==> config.mk <==
export PLATFORM = sky130hd
export DESIGN_NAME = mc_control_unit
export DESIGN_NICKNAME = d
export VERILOG_FILES = /design/src/rtl/mc_ctrl_pkg.sv /design/src/rtl/mc_decode.sv /design/src/rtl/mc_control_unit.sv
export SDC_FILE = /design/constraint.sdc
export NUM_CORES = 1
export LEC_CHECK = 0
export CAP_MARGIN = 40
export CORE_MARGIN = 4
export CORE_UTILIZATION = 55
export CTS_CLUSTER_SIZE = 25
export DETAILED_ROUTE_END_ITERATION = 16
export GPL_ROUTABILITY_DRIVEN = 0
export PLACE_DENSITY = 0.82
export SLEW_MARGIN = 5
export SYNTH_ARGS = -nofsm -noshare
export SYNTH_HDL_FRONTEND = slang
export SYNTH_SLANG_ARGS = --single-unit
==> constraint.sdc <==
create_clock -name CLK -period 3.2 [get_ports CLK]
set_input_delay 0.48 -clock CLK [delete_from_list [all_inputs] [get_ports CLK]]
set_output_delay 0.48 -clock CLK [all_outputs]
set_load 0.05 [all_outputs]
==> src/rtl/mc_ctrl_pkg.sv <==
// Shared encodings for the multi-cycle MIPS-subset control unit:
// opcodes, funct codes, FSM states, instruction classes and datapath select codes.
package mc_ctrl_pkg;

    typedef enum logic [2:0] {
        ST_IF     = 3'b000,
        ST_ID     = 3'b001,
        ST_EXE_AL = 3'b010,
        ST_EXE_BR = 3'b011,
        ST_EXE_LS = 3'b100,
        ST_MEM    = 3'b101,
        ST_WB_AL  = 3'b110,
        ST_WB_LD  = 3'b111
    } state_e;

    typedef enum logic [3:0] {
        CLS_NOP  = 4'd0,
        CLS_RALU = 4'd1,
        CLS_IALU = 4'd2,
        CLS_BEQ  = 4'd3,
        CLS_BNE  = 4'd4,
        CLS_LW   = 4'd5,
        CLS_SW   = 4'd6,
        CLS_J    = 4'd7,
        CLS_JAL  = 4'd8,
        CLS_JR   = 4'd9,
        CLS_HALT = 4'd10
    } instr_class_e;

    localparam logic [5:0] OP_RTYPE = 6'b000000;
    localparam logic [5:0] OP_ADDI  = 6'b001000;
    localparam logic [5:0] OP_ORI   = 6'b001101;
    localparam logic [5:0] OP_LW    = 6'b100011;
    localparam logic [5:0] OP_SW    = 6'b101011;
    localparam logic [5:0] OP_BEQ   = 6'b000100;
    localparam logic [5:0] OP_BNE   = 6'b000101;
    localparam logic [5:0] OP_J     = 6'b000010;
    localparam logic [5:0] OP_JAL   = 6'b000011;
    localparam logic [5:0] OP_HALT  = 6'b111111;

    localparam logic [5:0] FN_ADD = 6'b100000;
    localparam logic [5:0] FN_SUB = 6'b100010;
    localparam logic [5:0] FN_AND = 6'b100100;
    localparam logic [5:0] FN_OR  = 6'b100101;
    localparam logic [5:0] FN_SLT = 6'b101010;
    localparam logic [5:0] FN_JR  = 6'b001000;

    localparam logic [2:0] ALU_ADD = 3'b000;
    localparam logic [2:0] ALU_SUB = 3'b001;
    localparam logic [2:0] ALU_AND = 3'b010;
    localparam logic [2:0] ALU_OR  = 3'b011;
    localparam logic [2:0] ALU_SLT = 3'b100;

    localparam logic [1:0] PCSRC_SEQ    = 2'b00;
    localparam logic [1:0] PCSRC_BRANCH = 2'b01;
    localparam logic [1:0] PCSRC_RS     = 2'b10;
    localparam logic [1:0] PCSRC_JUMP   = 2'b11;

    localparam logic [1:0] REGDST_RA = 2'b00;
    localparam logic [1:0] REGDST_RT = 2'b01;
    localparam logic [1:0] REGDST_RD = 2'b10;

    function automatic logic [2:0] alu_op_from_funct(input logic [5:0] fn);
        logic [2:0] res;
        case (fn)
            FN_ADD:  res = ALU_ADD;
            FN_SUB:  res = ALU_SUB;
            FN_AND:  res = ALU_AND;
            FN_OR:   res = ALU_OR;
            FN_SLT:  res = ALU_SLT;
            default: res = ALU_ADD;
        endcase
        return res;
    endfunction

endpackage

==> src/rtl/mc_decode.sv <==
// Combinational instruction decode: op/funct to instruction class, ALU function
// and immediate extension mode. Unknown encodings fall into the nop class.
module mc_decode
    import mc_ctrl_pkg::*;
(
    input  logic [5:0]   op,
    input  logic [5:0]   funct,
    output instr_class_e iclass,
    output logic [2:0]   alu_op,
    output logic         ext_sign
);

    // Classify the instruction and pick its ALU function
    always_comb begin
        iclass   = CLS_NOP;
        alu_op   = ALU_ADD;
        ext_sign = 1'b0;
        case (op)
            OP_RTYPE: begin
                case (funct)
                    FN_ADD, FN_SUB, FN_AND, FN_OR, FN_SLT: begin
                        iclass = CLS_RALU;
                        alu_op = alu_op_from_funct(funct);
                    end
                    FN_JR:   iclass = CLS_JR;
                    default: iclass = CLS_NOP;
                endcase
            end
            OP_ADDI: begin
                iclass   = CLS_IALU;
                alu_op   = ALU_ADD;
                ext_sign = 1'b1;
            end
            OP_ORI: begin
                iclass = CLS_IALU;
                alu_op = ALU_OR;
            end
            OP_LW:   iclass = CLS_LW;
            OP_SW:   iclass = CLS_SW;
            OP_BEQ:  iclass = CLS_BEQ;
            OP_BNE:  iclass = CLS_BNE;
            OP_J:    iclass = CLS_J;
            OP_JAL:  iclass = CLS_JAL;
            OP_HALT: iclass = CLS_HALT;
            default: iclass = CLS_NOP;
        endcase
    end

endmodule

==> src/rtl/mc_control_unit.sv <==
// Multi-cycle sequencing controller: IF/ID/EXE/MEM/WB FSM driving datapath
// enables and selects, with a sticky halt and a retired-instruction counter.
module mc_control_unit
    import mc_ctrl_pkg::*;
#(
    parameter int CNT_W = 32
) (
    input  logic             CLK,
    input  logic             RST,
    input  logic [5:0]       op,
    input  logic [5:0]       funct,
    input  logic             zero,
    output logic             PCWre,
    output logic [1:0]       PCSrc,
    output logic             IRWre,
    output logic             RegWre,
    output logic [1:0]       RegDst,
    output logic             WrRegDSrc,
    output logic             ALUSrcB,
    output logic [2:0]       ALUOp,
    output logic             ExtSel,
    output logic             mRD,
    output logic             mWR,
    output logic             DBDataSrc,
    output logic [2:0]       state,
    output logic [CNT_W-1:0] instr_cnt
);

    state_e           state_r;
    state_e           state_nxt_s;
    logic             halted_r;
    logic             halted_nxt_s;
    logic [5:0]       op_r;
    logic [5:0]       funct_r;
    logic [5:0]       dec_op_s;
    logic [5:0]       dec_funct_s;
    instr_class_e     iclass_s;
    logic [2:0]       alu_op_s;
    logic             ext_sign_s;
    logic [CNT_W-1:0] cnt_r;

    // ID decodes the live IR; every later state works from the latched copy
    assign dec_op_s    = (state_r == ST_ID) ? op    : op_r;
    assign dec_funct_s = (state_r == ST_ID) ? funct : funct_r;

    mc_decode u_decode (
        .op       (dec_op_s),
        .funct    (dec_funct_s),
        .iclass   (iclass_s),
        .alu_op   (alu_op_s),
        .ext_sign (ext_sign_s)
    );

    // State and sticky halt flag registers
    always_ff @(posedge CLK or negedge RST) begin
        if (!RST) begin
            state_r  <= ST_IF;
            halted_r <= 1'b0;
        end else begin
            state_r  <= state_nxt_s;
            halted_r <= halted_nxt_s;
        end
    end

    // Capture op/funct on the edge leaving ID
    always_ff @(posedge CLK or negedge RST) begin
        if (!RST) begin
            op_r    <= 6'b000000;
            funct_r <= 6'b000000;
        end else if ((state_r == ST_ID) && !halted_r) begin
            op_r    <= op;
            funct_r <= funct;
        end
    end

    // Next-state logic; HALT is ID with the halted flag held forever
    always_comb begin
        state_nxt_s  = state_r;
        halted_nxt_s = halted_r;
        case (state_r)
            ST_IF: state_nxt_s = ST_ID;
            ST_ID: begin
                if (halted_r) begin
                    state_nxt_s = ST_ID;
                end else begin
                    case (iclass_s)
                        CLS_HALT: begin
                            state_nxt_s  = ST_ID;
                            halted_nxt_s = 1'b1;
                        end
                        CLS_BEQ, CLS_BNE:   state_nxt_s = ST_EXE_BR;
                        CLS_LW, CLS_SW:     state_nxt_s = ST_EXE_LS;
                        CLS_RALU, CLS_IALU: state_nxt_s = ST_EXE_AL;
                        default:            state_nxt_s = ST_IF;
                    endcase
                end
            end
            ST_EXE_AL: state_nxt_s = ST_WB_AL;
            ST_EXE_BR: state_nxt_s = ST_IF;
            ST_EXE_LS: state_nxt_s = ST_MEM;
            ST_MEM: begin
                if (iclass_s == CLS_LW) begin
                    state_nxt_s = ST_WB_LD;
                end else begin
                    state_nxt_s = ST_IF;
                end
            end
            ST_WB_AL: state_nxt_s = ST_IF;
            ST_WB_LD: state_nxt_s = ST_IF;
            default:  state_nxt_s = ST_IF;
        endcase
    end

    // Datapath controls decoded from state, latched fields and zero
    always_comb begin
        PCWre     = 1'b0;
        PCSrc     = PCSRC_SEQ;
        IRWre     = 1'b0;
        RegWre    = 1'b0;
        RegDst    = REGDST_RA;
        WrRegDSrc = 1'b0;
        ALUSrcB   = 1'b0;
        ALUOp     = ALU_ADD;
        ExtSel    = 1'b0;
        mRD       = 1'b0;
        mWR       = 1'b0;
        DBDataSrc = 1'b0;
        case (state_r)
            ST_IF: IRWre = 1'b1;
            ST_ID: begin
                if (!halted_r) begin
                    case (iclass_s)
                        CLS_J: begin
                            PCWre = 1'b1;
                            PCSrc = PCSRC_JUMP;
                        end
                        CLS_JAL: begin
                            PCWre     = 1'b1;
                            PCSrc     = PCSRC_JUMP;
                            RegWre    = 1'b1;
                            RegDst    = REGDST_RA;
                            WrRegDSrc = 1'b0;
                        end
                        CLS_JR: begin
                            PCWre = 1'b1;
                            PCSrc = PCSRC_RS;
                        end
                        CLS_NOP: begin
                            PCWre = 1'b1;
                            PCSrc = PCSRC_SEQ;
                        end
                        default: PCWre = 1'b0;
                    endcase
                end else begin
                    PCWre = 1'b0;
                end
            end
            ST_EXE_AL: begin
                ALUOp   = alu_op_s;
                ALUSrcB = (iclass_s == CLS_IALU);
                ExtSel  = ext_sign_s;
            end
            ST_WB_AL: begin
                ALUOp     = alu_op_s;
                ALUSrcB   = (iclass_s == CLS_IALU);
                ExtSel    = ext_sign_s;
                RegWre    = 1'b1;
                RegDst    = (iclass_s == CLS_RALU) ? REGDST_RD : REGDST_RT;
                WrRegDSrc = 1'b1;
                DBDataSrc = 1'b0;
                PCWre     = 1'b1;
                PCSrc     = PCSRC_SEQ;
            end
            ST_EXE_BR: begin
                ALUOp  = ALU_SUB;
                ExtSel = 1'b1;
                PCWre  = 1'b1;
                if (((iclass_s == CLS_BEQ) && zero) || ((iclass_s == CLS_BNE) && !zero)) begin
                    PCSrc = PCSRC_BRANCH;
                end else begin
                    PCSrc = PCSRC_SEQ;
                end
            end
            ST_EXE_LS: begin
                ALUOp   = ALU_ADD;
                ALUSrcB = 1'b1;
                ExtSel  = 1'b1;
            end
            ST_MEM: begin
                if (iclass_s == CLS_LW) begin
                    mRD = 1'b1;
                end else begin
                    mWR   = 1'b1;
                    PCWre = 1'b1;
                    PCSrc = PCSRC_SEQ;
                end
            end
            ST_WB_LD: begin
                mRD       = 1'b1;
                DBDataSrc = 1'b1;
                WrRegDSrc = 1'b1;
                RegDst    = REGDST_RT;
                RegWre    = 1'b1;
                PCWre     = 1'b1;
                PCSrc     = PCSRC_SEQ;
            end
            default: IRWre = 1'b0;
        endcase
    end

    // Retired-instruction counter, one step per PC write
    always_ff @(posedge CLK or negedge RST) begin
        if (!RST) begin
            cnt_r <= {CNT_W{1'b0}};
        end else if (PCWre) begin
            cnt_r <= cnt_r + {{(CNT_W-1){1'b0}}, 1'b1};
        end
    end

    assign state     = state_r;
    assign instr_cnt = cnt_r;

endmodule

== Word level (Yosys, flattened, before mapping) ==
Cells that the tools add are included.
Operators by class
  add/subtract/negate cells: 1
  equal/unequal tests: 32
  multiplexer cells: 36
  reductions and logical operators: 20
Operators with widths (number)
  6-bit == test (second input constant): 8
  4-bit case mux with 9 select lines: 1
  32-bit by 1-bit adder with 32-bit output (second input constant): 1
  3-bit case mux with 4 select lines: 2
  6-bit by 4-bit == test with 1-bit output (second input constant): 3
  3-bit case mux with 6 select lines: 1
  4-bit by 3-bit == test with 1-bit output (second input constant): 4
  2-bit OR reduction: 8
  1-bit 2-to-1 mux: 14
  3-bit == test (second input constant): 4
  4-bit == test (second input constant): 3
  6-bit by 2-bit == test with 1-bit output (second input constant): 2
  6-bit by 3-bit == test with 1-bit output (second input constant): 2
  6-bit 2-to-1 mux: 2
  2-bit case mux with 2 select lines: 3
  3-bit case mux with 2 select lines: 2
  3-bit 2-to-1 mux: 3
  4-bit by 2-bit == test with 1-bit output (second input constant): 2
  1-bit case mux with 2 select lines: 4
  4-bit case mux with 2 select lines: 1
  3-bit by 2-bit == test with 1-bit output (second input constant): 2
  6-bit zero test: 1
  5-bit OR reduction: 1
  4-bit by 1-bit == test with 1-bit output (second input constant): 1
  other kinds (10): 14
Storage, ports and cells
  register bits after elaboration: 48
  input bits: 15
  word-level logic and storage cells: 94

== Logic depth before layout (Yosys ltp) ==
Gate-level depths: netlist of the first run.
  depth after elaboration: 11
  depth in mapped cells: 12
  gate-level depth less buffers: 7

== Cells and area by module ==
A second synthesis of the first run with hierarchy kept.
Unflattened totals
  cells, all modules: 317
  area total of the unflattened synthesis: 3052.9 um^2
By module, submodules not included
  mc_control_unit: instances 1, cells each 268, area an instance 2712.6 um^2
  mc_decode: instances 1, cells each 49, area an instance 340.3 um^2

== Least setup slack after synthesis of the first run ==
OpenSTA, ideal clock, no wires.
  path type: reg2out
  start point: register state_r[0] (netlist: state[0])
  end point: output port PCSrc[1]
  arrival: 3.271 ns
  data required time: 2.720 ns
  path slack: -0.551 ns
  cell stages (with the launch flop): 9
  path through: dfrtp_1 > or3b_1 > buf_4 > buf_6 > o41ai_4 > o21ai_2 > nand2_1 > a21oi_1 > a211oi_1
On the way
  word-level cells in the longest chain between the ends: 11
RTL lines
  from (decl): line mc_control_unit.sv:29  | state_e state_r;
  from (signal assigned): line mc_control_unit.sv:60  | state_r <= state_nxt_s;
  3-bit by 1-bit == test with 1-bit output: line mc_control_unit.sv:43, mc_control_unit.sv:44, mc_control_unit.sv:128
  6-bit 2-to-1 mux: line mc_control_unit.sv:44  | assign dec_funct_s = (state_r == ST_ID) ? funct : funct_r;
  6-bit == test: line mc_decode.sv:20  | case (funct)
  5-bit OR reduction: line mc_decode.sv:20
  4-bit case mux with 2 select lines: line mc_decode.sv:20
  4-bit case mux with 9 select lines: line mc_decode.sv:18  | case (op)
  4-bit == test / 4-bit by 3-bit == test with 1-bit output (equally long branches): line mc_control_unit.sv:132  | case (iclass_s)
  2-bit OR reduction (no line)
  2-bit case mux with 2 select lines: line mc_control_unit.sv:132
  2-bit 2-to-1 mux: line mc_control_unit.sv:131  | if (!halted_r) begin
  2-bit case mux with 2 select lines (*): line mc_control_unit.sv:128  | case (state_r)
  to (decl): line mc_control_unit.sv:14  | output logic [1:0] PCSrc,
Mark *: on every way between the ends. The rest lies on a longest branch, timed or not.

== Worst setup path after layout of the first run ==
  start point: register op_r[3]
  end point: output port PCWre
On the way
  word-level cells in the longest chain between the ends: 9
RTL lines
  from (decl): line mc_control_unit.sv:33  | logic [5:0] op_r;
  from (signal assigned): line mc_control_unit.sv:71  | op_r <= op;
  6-bit 2-to-1 mux (*): line mc_control_unit.sv:43  | assign dec_op_s = (state_r == ST_ID) ? op : op_r;
  6-bit by 4-bit == test with 1-bit output: line mc_decode.sv:18
  2-bit OR reduction (no line)
  4-bit case mux with 9 select lines (*): line mc_decode.sv:18
  4-bit == test (tied with other cells): line mc_control_unit.sv:132
  4-bit OR reduction (no line)
  1-bit 2-to-1 mux: line mc_control_unit.sv:132
  1-bit 2-to-1 mux: line mc_control_unit.sv:131
  1-bit case mux with 3 select lines (*): line mc_control_unit.sv:128
  to (decl): line mc_control_unit.sv:13  | output logic PCWre,
Marks and branches as above.

==> results of run 1 <==
cell families (layout without fill, tap and decap cells):
group           Yosys count  after routing  share of synthesized area [%]
xor+xnor                 24             24                           5.17
flops                    48             48                           29.6
buf+inv                  50            122                           6.68
fa+ha+maj                 1              1                          0.308
simple gates            235            235                           30.6
compound gates          114            114                           26.4
mux                       5              5                           1.29
critical path: cells and delay by family, from the launching register on:
family | cells | cell delay (ps)
buf+inv | 2 | 240
simple gates | 3 | 930
compound gates | 3 | 660
flops | 1 | 500
routing by layer:
layer	track usage (%)	up-vias	wire [microns]
met2	43.3	240	5520
met1	34.7	1975	4600
met5	0	-	0
li1	-	1927	-
met3	3.93	28	932
met4	9.27	0	227
synthesized netlist by cell type, drive strengths merged (4+ instances only):
| library cell | instances | area [sq um] |
|---|---|---|
| inv | 13 | 48.8 |
| nand2 | 75 | 282 |
| nor2b | 6 | 37.5 |
| and2 | 7 | 43.8 |
| a41oi | 16 | 260 |
| or2 | 4 | 27.5 |
| o21ai | 17 | 88.8 |
| a31o | 8 | 70.1 |
| a21oi | 17 | 85.1 |
| nor2 | 26 | 97.6 |
| nand3 | 22 | 135 |
| nor3 | 35 | 175 |
| nor4 | 11 | 83.8 |
| or3 | 7 | 48.8 |
| o311ai | 8 | 108 |
| clkbuf | 14 | 52.6 |
| buf | 23 | 170 |
| and3 | 13 | 81.3 |
| o31ai | 4 | 30.0 |
| nand4 | 12 | 81.3 |
| xnor2 | 22 | 193 |
| dfrtp | 48 | 1200 |
| a31oi | 15 | 140 |
| o21a | 5 | 37.5 |
power breakdown:
part / leakage (nW) / switching, mW / internal (mW) / total, mW
sequential: 0.511 / 0.270 / 0.785 / 1.05
clock: 0.0410 / 0.202 / 0.149 / 0.352
combinational: 1.42 / 2.05 / 1.28 / 3.33
total: 1.97 / 2.52 / 2.22 / 4.74
area by class of cell:
cell class / instances / area, sq um
flip-flops and latches: 48 / 1200
repair buffers: 102 / 1090
fillers: 561 / 2020
well taps: 99 / 124
clock inverters: 1 / 5.00
inverters: 13 / 48.8
multi-input cells: 379 / 2650
clock buffers: 6 / 72.6
stage by stage:
step	std cells	instance area (sq um)	hold WS, ps	setup TNS [ps]
after global placement	640	5060	469	0
after floorplan	477	4080	184	-84.7
final	648	5190	69.7	0
after detailed placement	641	5080	414	0
after global routing	648	5190	93.7	-65.6
after CTS	648	5180	85.0	0
registers in the layout, indices dropped and copies added (netlist names):
| signal | flops |
|---|---|
| funct_r | 6 |
| halted_r | 1 |
| state | 3 |
| op_r | 6 |
| instr_cnt | 32 |
repair_timing:
action	in CTS	in global routing
cloned	0	0
resized for setup	6	7
setup endpoints to repair	5	5
final timing paths:
check                                    from  cells after the start  slack, ps            end
min in group CLK                instr_cnt[31]                      1        500  instr_cnt[31]
worst max register to register        op_r[0]                     10        390   instr_cnt[5]
worst min-delay path                      RST                      1         70  instr_cnt[24]
worst max-delay path                  op_r[3]                      8         70          PCWre
worst min register to register  instr_cnt[31]                      1        500  instr_cnt[31]
max in group asynchronous                 RST                      2       2620       halted_r
==> results.md, run 1 <==
* Run status: finished, final reports clean
* Net count, final at 565
* Worst VDD drop at 0.709 mV
* Final WL at 11300 microns
* PortBufs at 65
* Setup crit end kind: primary output
* Cell Area, Synth at 0.00406 sq mm
* Leak Pwr at 1.97 nW
* HPWL Detailed at 8280 microns
* Die Area at 0.00883 sq mm
* Largest net degree at the start of global routing at 36
* CP max stage cell: dfrtp_1
* FP Rows at 31
* RSZ-0062 raised after global routing: true
* Total of warnings raised by yosys at 0
* Final Slew Violations at 0
* Via count at 4170
* Post-route core utilization at 72.0%
* Setup WS pre-CTS at 8.21 ps
* PD cells at 913 mW/mm^2
* Max Fclk at 0.320 GHz
* DR DRC count at 0
* Crit-path max FO at 11
* Total congestion overflow at 0
* Syn Nets at 493
* FF+latch count, synth at 48
* Area Overhead vs Synth at 27.8%
* DRT Pass-1 Iters at 5
* Worst-Skew Late Latency at 300 ps
* DRT iter0 DRCs at 337
* Critical path launch point type: register
* Synth Instances at 477
* Clock-pin transition on the worst setup and hold timing paths at 90 ps
* Worst hold-check path type: input pin to asynchronous set/reset pin
* Initial antenna violation count at 0
* CTS Hold Buffers Added at 0
* Die H at 94.0 microns
* Worst-Margin Slew at 597 ps
* Post-synthesis sequential area ratio at 29.6%
* Relative slew slack at 60.1%
* Tmin final at 3130 ps
* H-tree Lvls at 2
* Share of post-route cells with drive strength above 1 at 20.8%
* Gr usage total at 26.2%
* CTS tree: yes
* First-pass GRT wire length at 18800 microns
* CTS sink cnt at 48
* Synth async-reset ratio at 100%
* Root Driver: clkbuf_8
* Top Ports at 66
* Final setup violating endpoints at 0
* Critical path required time at 2720 ps
* Routed Antenna Nets at 0
* Max clock buf depth at 2
* Postcts setup bufs at 0
* Die width at 94.0 microns
* Critical path type: register to primary output
* Total CTS buffers at 5
* Max Cap Viol at 0
* Worst path cell trace: or2_1, or3b_2, a31oi_2, nor4_4, o21a_2, a31oi_4, inv_1, buf_12
* Via/cell ratio at 6.44
* N_diodes at 0
* Commonest non-fill, non-tap cells in the layout: 75 x nand2_1, 50 x clkdlybuf4s50_1, 46 x dfrtp_1
* Yosys cell types at 74
* Critical Path AT at 2650 ps
* Setup WS post-layout at 73.5 ps
* Vias in the first global route at 3899
* Final Hold Fails at 0
* Ys flop type: dfrtp_1
* Tot Pwr at 4.74 mW
* Core region area at 0.00721 sq mm
* Post-synth EDFFs at 0
* Most common cell after layout, fill and taps aside: nand2_1
* Fin crit share at 97.7%
* Final Skew at 5.62 ps
* Avg Cell Area, Syn at 8.52 sq um
* Largest stage delay, worst path at 500 ps
* Initial core utilization at 56.3%
* DR WL/cell at 17.4 microns
Note: power is estimated with default switching activity, not from simulation.
==> run 2: changes to the inputs <==
--- a/config.mk
+++ b/config.mk
@@ -5,12 +5,14 @@
 export SDC_FILE = /design/constraint.sdc
 export NUM_CORES = 1
 export LEC_CHECK = 0
+export ABC_CLOCK_PERIOD_IN_PS = 3200
 export CAP_MARGIN = 40
 export CORE_MARGIN = 4
 export CORE_UTILIZATION = 55
 export CTS_CLUSTER_SIZE = 25
 export DETAILED_ROUTE_END_ITERATION = 16
 export GPL_ROUTABILITY_DRIVEN = 0
+export MAX_ROUTING_LAYER = met4
 export PLACE_DENSITY = 0.82
 export SLEW_MARGIN = 5
 export SYNTH_ARGS = -nofsm -noshare
==> run 2 against run 1 <==
  * Sequential share of layout area unchanged
  * Combinational power about the same
  * Cell count is the same
  * Sequential power barely moved
  * Largest power group unchanged
  * Highest routed layer unchanged
==> results.md, run 2 (synthesis gave the netlist of run 1 again) <==
* DR WL/cell at 17.6 microns
* Run status: finished, final reports clean
* Area Overhead vs Synth at 27.8%
* Initial antenna violation count at 0
* Total congestion overflow at 0
* PortBufs at 65
* Postcts setup bufs at 0
* Final Hold Fails at 0
* Post-route core utilization at 72.0%
* Largest register FFs at 32
* PostCTS Resize Cnt at 6
* Die Area at 0.00883 sq mm
* Vias in the first global route at 3878
* CTS sink cnt at 48
* Hold Slack at 70.5 ps
* Worst hold-check path type: input pin to asynchronous set/reset pin
* H-tree Lvls at 2
* Tot Pwr at 4.75 mW
* Largest net degree at the start of global routing at 36
* Reg2reg path depth at 11
* Total CTS buffers at 5
* Worst-Margin Slew at 609 ps
* Commonest non-fill, non-tap cells in the layout: 75 x nand2_1, 50 x clkdlybuf4s50_1, 46 x dfrtp_1
* Net count, final at 565
* RSZ-0062 raised after global routing: true
* DRT iter0 DRCs at 333
* Max Fclk at 0.318 GHz
* Final setup violating endpoints at 0
* Worst path cell trace: or2_1, or3b_2, a31oi_2, nor4_4, o21a_2, a31oi_4, inv_1, buf_12
* Critical Path AT at 2670 ps
* Tmin final at 3150 ps
* Initial core utilization at 56.3%
* HPWL Detailed at 8280 microns
* Leak Pwr at 1.97 nW
* Max Cap Viol at 0
* Setup crit end kind: primary output
* DRT Pass-1 Iters at 5
* N_diodes at 0
* Routed Antenna Nets at 0
* Final Slew Violations at 0
* Final Skew at 6.96 ps
* Die width at 94.0 microns
* Core region area at 0.00721 sq mm
* CTS Hold Buffers Added at 0
* First-pass GRT wire length at 18800 microns
* Clock-pin transition on the worst setup and hold timing paths at 90 ps
* CTS tree: yes
* Largest stage delay, worst path at 510 ps
* Share of post-route cells with drive strength above 1 at 20.8%
* Critical path required time at 2720 ps
* Crit-path max FO at 11
* Critical path type: register to primary output
* Worst VDD drop at 0.717 mV
* # fillers at 561
* Final WL at 11400 microns
* Max clock buf depth at 2
* PD cells at 914 mW/mm^2
* Critical path launch point type: register
* FP Rows at 31
* Die H at 94.0 microns
* DR DRC count at 0
* Worst-Skew Late Latency at 300 ps
* Via/cell ratio at 6.42
* Most common cell after layout, fill and taps aside: nand2_1
* Setup_tns at 0 ps
* Gr usage total at 26.9%
* Root Driver: clkbuf_8
* CP max stage cell: dfrtp_1
* Via count at 4162
* Relative slew slack at 59.4%
* Fin crit share at 98.4%
* Top Ports at 66
[run 2: worst paths after layout]
kind | end | slack, ps | from
max | PCWre | 50 | op_r[3]
min | instr_cnt[24] | 70 | RST
max reg2reg | instr_cnt[5] | 400 | state[2]
min reg2reg | instr_cnt[31] | 500 | instr_cnt[31]
max in group asynchronous | instr_cnt[0] | 2620 | RST
min in group CLK | instr_cnt[31] | 500 | instr_cnt[31]
[run 2: through the flow]
stage | instances | setup slack, ps | cell area [sq um]
after floorplan | 477 | -84.7 | 4080
after global placement | 640 | 13.9 | 5060
after detailed placement | 641 | 8.21 | 5080
after CTS | 648 | 6.01 | 5180
after global routing | 648 | -32.0 | 5190
final | 648 | 51.3 | 5190
[run 2: power breakdown]
part	switching (mW)	internal [mW]	total (mW)
Combinational	2.06	1.28	3.34
Clock	0.203	0.149	0.353
Sequential	0.270	0.785	1.06
Total	2.53	2.22	4.75
[run 2: final cells by class]
| cell class | count | area, sq um | area share [%] |
|---|---|---|---|
| clock buffer | 6 | 72.6 | 1.40 |
| clock inverter | 1 | 5.00 | 0.0963 |
| inverter | 13 | 48.8 | 0.939 |
| multi-input combinational | 379 | 2650 | 50.9 |
| sequential | 48 | 1200 | 23.2 |
| tap | 99 | 124 | 2.38 |
| timing repair buffer | 102 | 1090 | 21.1 |
[run 2: critical path: cells and delay by family, from the launching register on]
kind                   cells  cell delay, ps
AOI/OAI and AO/OA          3             660
buffers and inverters      2             250
DFF                        1             510
and+or+nand+nor            3             940
[run 2: routing by layer]
layer  GRT usage (%)  wire length (microns)
met5               -                      0
met4            9.27                    225
met3            3.37                    841
met2            43.1                   5500
met1            35.3                   4810
==> run 3: changes to the inputs <==
--- a/config.mk
+++ b/config.mk
@@ -5,15 +5,16 @@
 export SDC_FILE = /design/constraint.sdc
 export NUM_CORES = 1
 export LEC_CHECK = 0
-export ABC_CLOCK_PERIOD_IN_PS = 3200
+export ABC_CLOCK_PERIOD_IN_PS = 4000
 export CAP_MARGIN = 40
 export CORE_MARGIN = 4
-export CORE_UTILIZATION = 55
+export CORE_UTILIZATION = 56
+export CTS_CLUSTER_DIAMETER = 150
 export CTS_CLUSTER_SIZE = 25
 export DETAILED_ROUTE_END_ITERATION = 16
 export GPL_ROUTABILITY_DRIVEN = 0
 export MAX_ROUTING_LAYER = met4
-export PLACE_DENSITY = 0.82
+export PLACE_DENSITY = 0.83
 export SLEW_MARGIN = 5
 export SYNTH_ARGS = -nofsm -noshare
 export SYNTH_HDL_FRONTEND = slang
==> constraint.sdc (replaced) <==
create_clock -name CLK -period 4 [get_ports CLK]
set_input_delay 0.6 -clock CLK [delete_from_list [all_inputs] [get_ports CLK]]
set_output_delay 0.6 -clock CLK [all_outputs]
set_load 0.05 [all_outputs]
==> run 3 against run 2 <==
  * Clock skew grew 3.3 ps
  * Critical path type is now input pin to primary output
  * Sequential power shrank 20%
  * Via count shrank 3.3%
  * Core utilization shrank 1.4 points
  * Highest routed layer unchanged
  * Clock-buffer cell count shrank 1
  * Worst setup slack gained 210 ps
==> results.md, run 3 (synthesis gave the netlist of run 1 again) <==
* Max clock buf depth at 2
* Share of post-route cells with drive strength above 1 at 14.4%
* FP Rows at 30
* Largest register FFs at 32
* Crit-path max FO at 7
* Worst hold-check path type: input pin to asynchronous set/reset pin
* Vias in the first global route at 3849
* Worst-Skew Late Latency at 300 ps
* Die Area at 0.00868 sq mm
* PD cells at 739 mW/mm^2
* First-pass GRT wire length at 18600 microns
* Critical path launch point type: input pin
* Setup WS post-layout at 262 ps
* DRT iter0 DRCs at 277
* Die H at 93.2 microns
* H-tree Lvls at 2
* HPWL Detailed at 7740 microns
* Routed Antenna Nets at 0
* CP bufs+invs at 2
* Top delay family on crit path: compound AO/OA/AOI/OAI gates
* PostCTS Resize Cnt at 0
* Worst VDD drop at 0.389 mV
* Critical path type: input pin to primary output
* CTS Hold Buffers Added at 0
* PortBufs at 65
* Run status: finished, final reports clean
* RSZ-0062 raised after global routing: false
* Total CTS buffers at 5
* Largest stage delay, worst path at 600 ps
* Worst-Margin Slew at 792 ps
* Initial antenna violation count at 0
* Via/cell ratio at 6.47
* Leak Pwr at 1.81 nW
* Commonest non-fill, non-tap cells in the layout: 75 x nand2_1, 57 x clkdlybuf4s50_1, 48 x dfrtp_1
* Fin crit share at 93.4%
* Area Overhead vs Synth at 20.0%
* Clock-pin transition on the worst setup and hold timing paths at 90 ps
* Top Ports at 66
* Final Skew at 10.2 ps
* DR WL/cell at 17.3 microns
* Largest net degree at the start of global routing at 36
* Relative slew slack at 46.8%
* Via count at 4026
* Gr usage total at 26.7%
* Critical Path AT at 3140 ps
* Net count, final at 543
* Die width at 93.2 microns
* Setup_tns at 0 ps
* DR DRC count at 0
* Final Slew Violations at 0
* Setup crit end kind: primary output
* DRT Pass-1 Iters at 5
* Core region area at 0.00691 sq mm
* Most common cell after layout, fill and taps aside: nand2_1
* Max Cap Viol at 0
* Postcts setup bufs at 0
* CP max stage cell: or4_1
* Final Hold Fails at 0
* Final WL at 10800 microns
* Worst path cell trace: clkdlybuf4s50_1, or4_1, o41ai_4, o21ai_2, nand2_1, a21oi_1, a211oi_1, buf_12
* N_diodes at 0
* Critical path required time at 3400 ps
* Setup WS pre-CTS at 296 ps
* Initial core utilization at 58.8%
* Total congestion overflow at 0
* Final setup violating endpoints at 0
* CTS tree: yes
* Max Fclk at 0.268 GHz
* Tmin final at 3740 ps
* # fillers at 552
* Root Driver: clkbuf_8
* CTS sink cnt at 48
## run 3: power by group
part,internal (mW),total (mW),switching [mW]
Sequential,0.626,0.844,0.218
Clock,0.180,0.341,0.162
Combinational,0.841,2.42,1.58
Total,1.65,3.60,1.96
## run 3: layer usage
metal	track usage, %	vias to the layer above	wire length (microns)
met5	-	-	0
met4	10.6	0	261
met3	4.59	29	965
met2	42.4	238	5110
met1	34.1	1881	4450
li1	-	1878	-
## run 3: path summary, 6_finish.rpt
kind / startpoint / endpoint / slack, ps / cells past startpoint
setup reg to reg: state[0] / instr_cnt[6] / 670 / 9
hold / removal: RST / instr_cnt[26] / 200 / 1
hold reg to reg: instr_cnt[31] / instr_cnt[31] / 480 / 1
min in group CLK: instr_cnt[31] / instr_cnt[31] / 480 / 1
setup / recovery: funct[2] / PCSrc[1] / 260 / 8
max in group asynchronous: RST / state[2] / 3290 / 2
## run 3: metrics by stage
stage               hold WS [ps]  util, %  area (sq um)  cells  power [mW]
floorplan                    304        -          4060    477        2.67
global placement             463     68.9          4760    615        3.16
detailed placement           466     69.2          4780    616        3.23
CTS                          204     70.6          4880    622        3.58
global route                 214     70.6          4880    622        3.85
finish                       196     70.6          4880    622        3.60
## run 3: layout make-up
cell class                 instances  area [sq um]  area share (%)
clock buffer                       5          68.8            1.41
clock inverter                     1          30.0           0.616
inverter                          13          48.8            1.00
multi-input combinational        379          2590            53.2
sequential                        48          1200            24.6
tap                               96           120            2.46
timing repair buffer              80           816            16.7
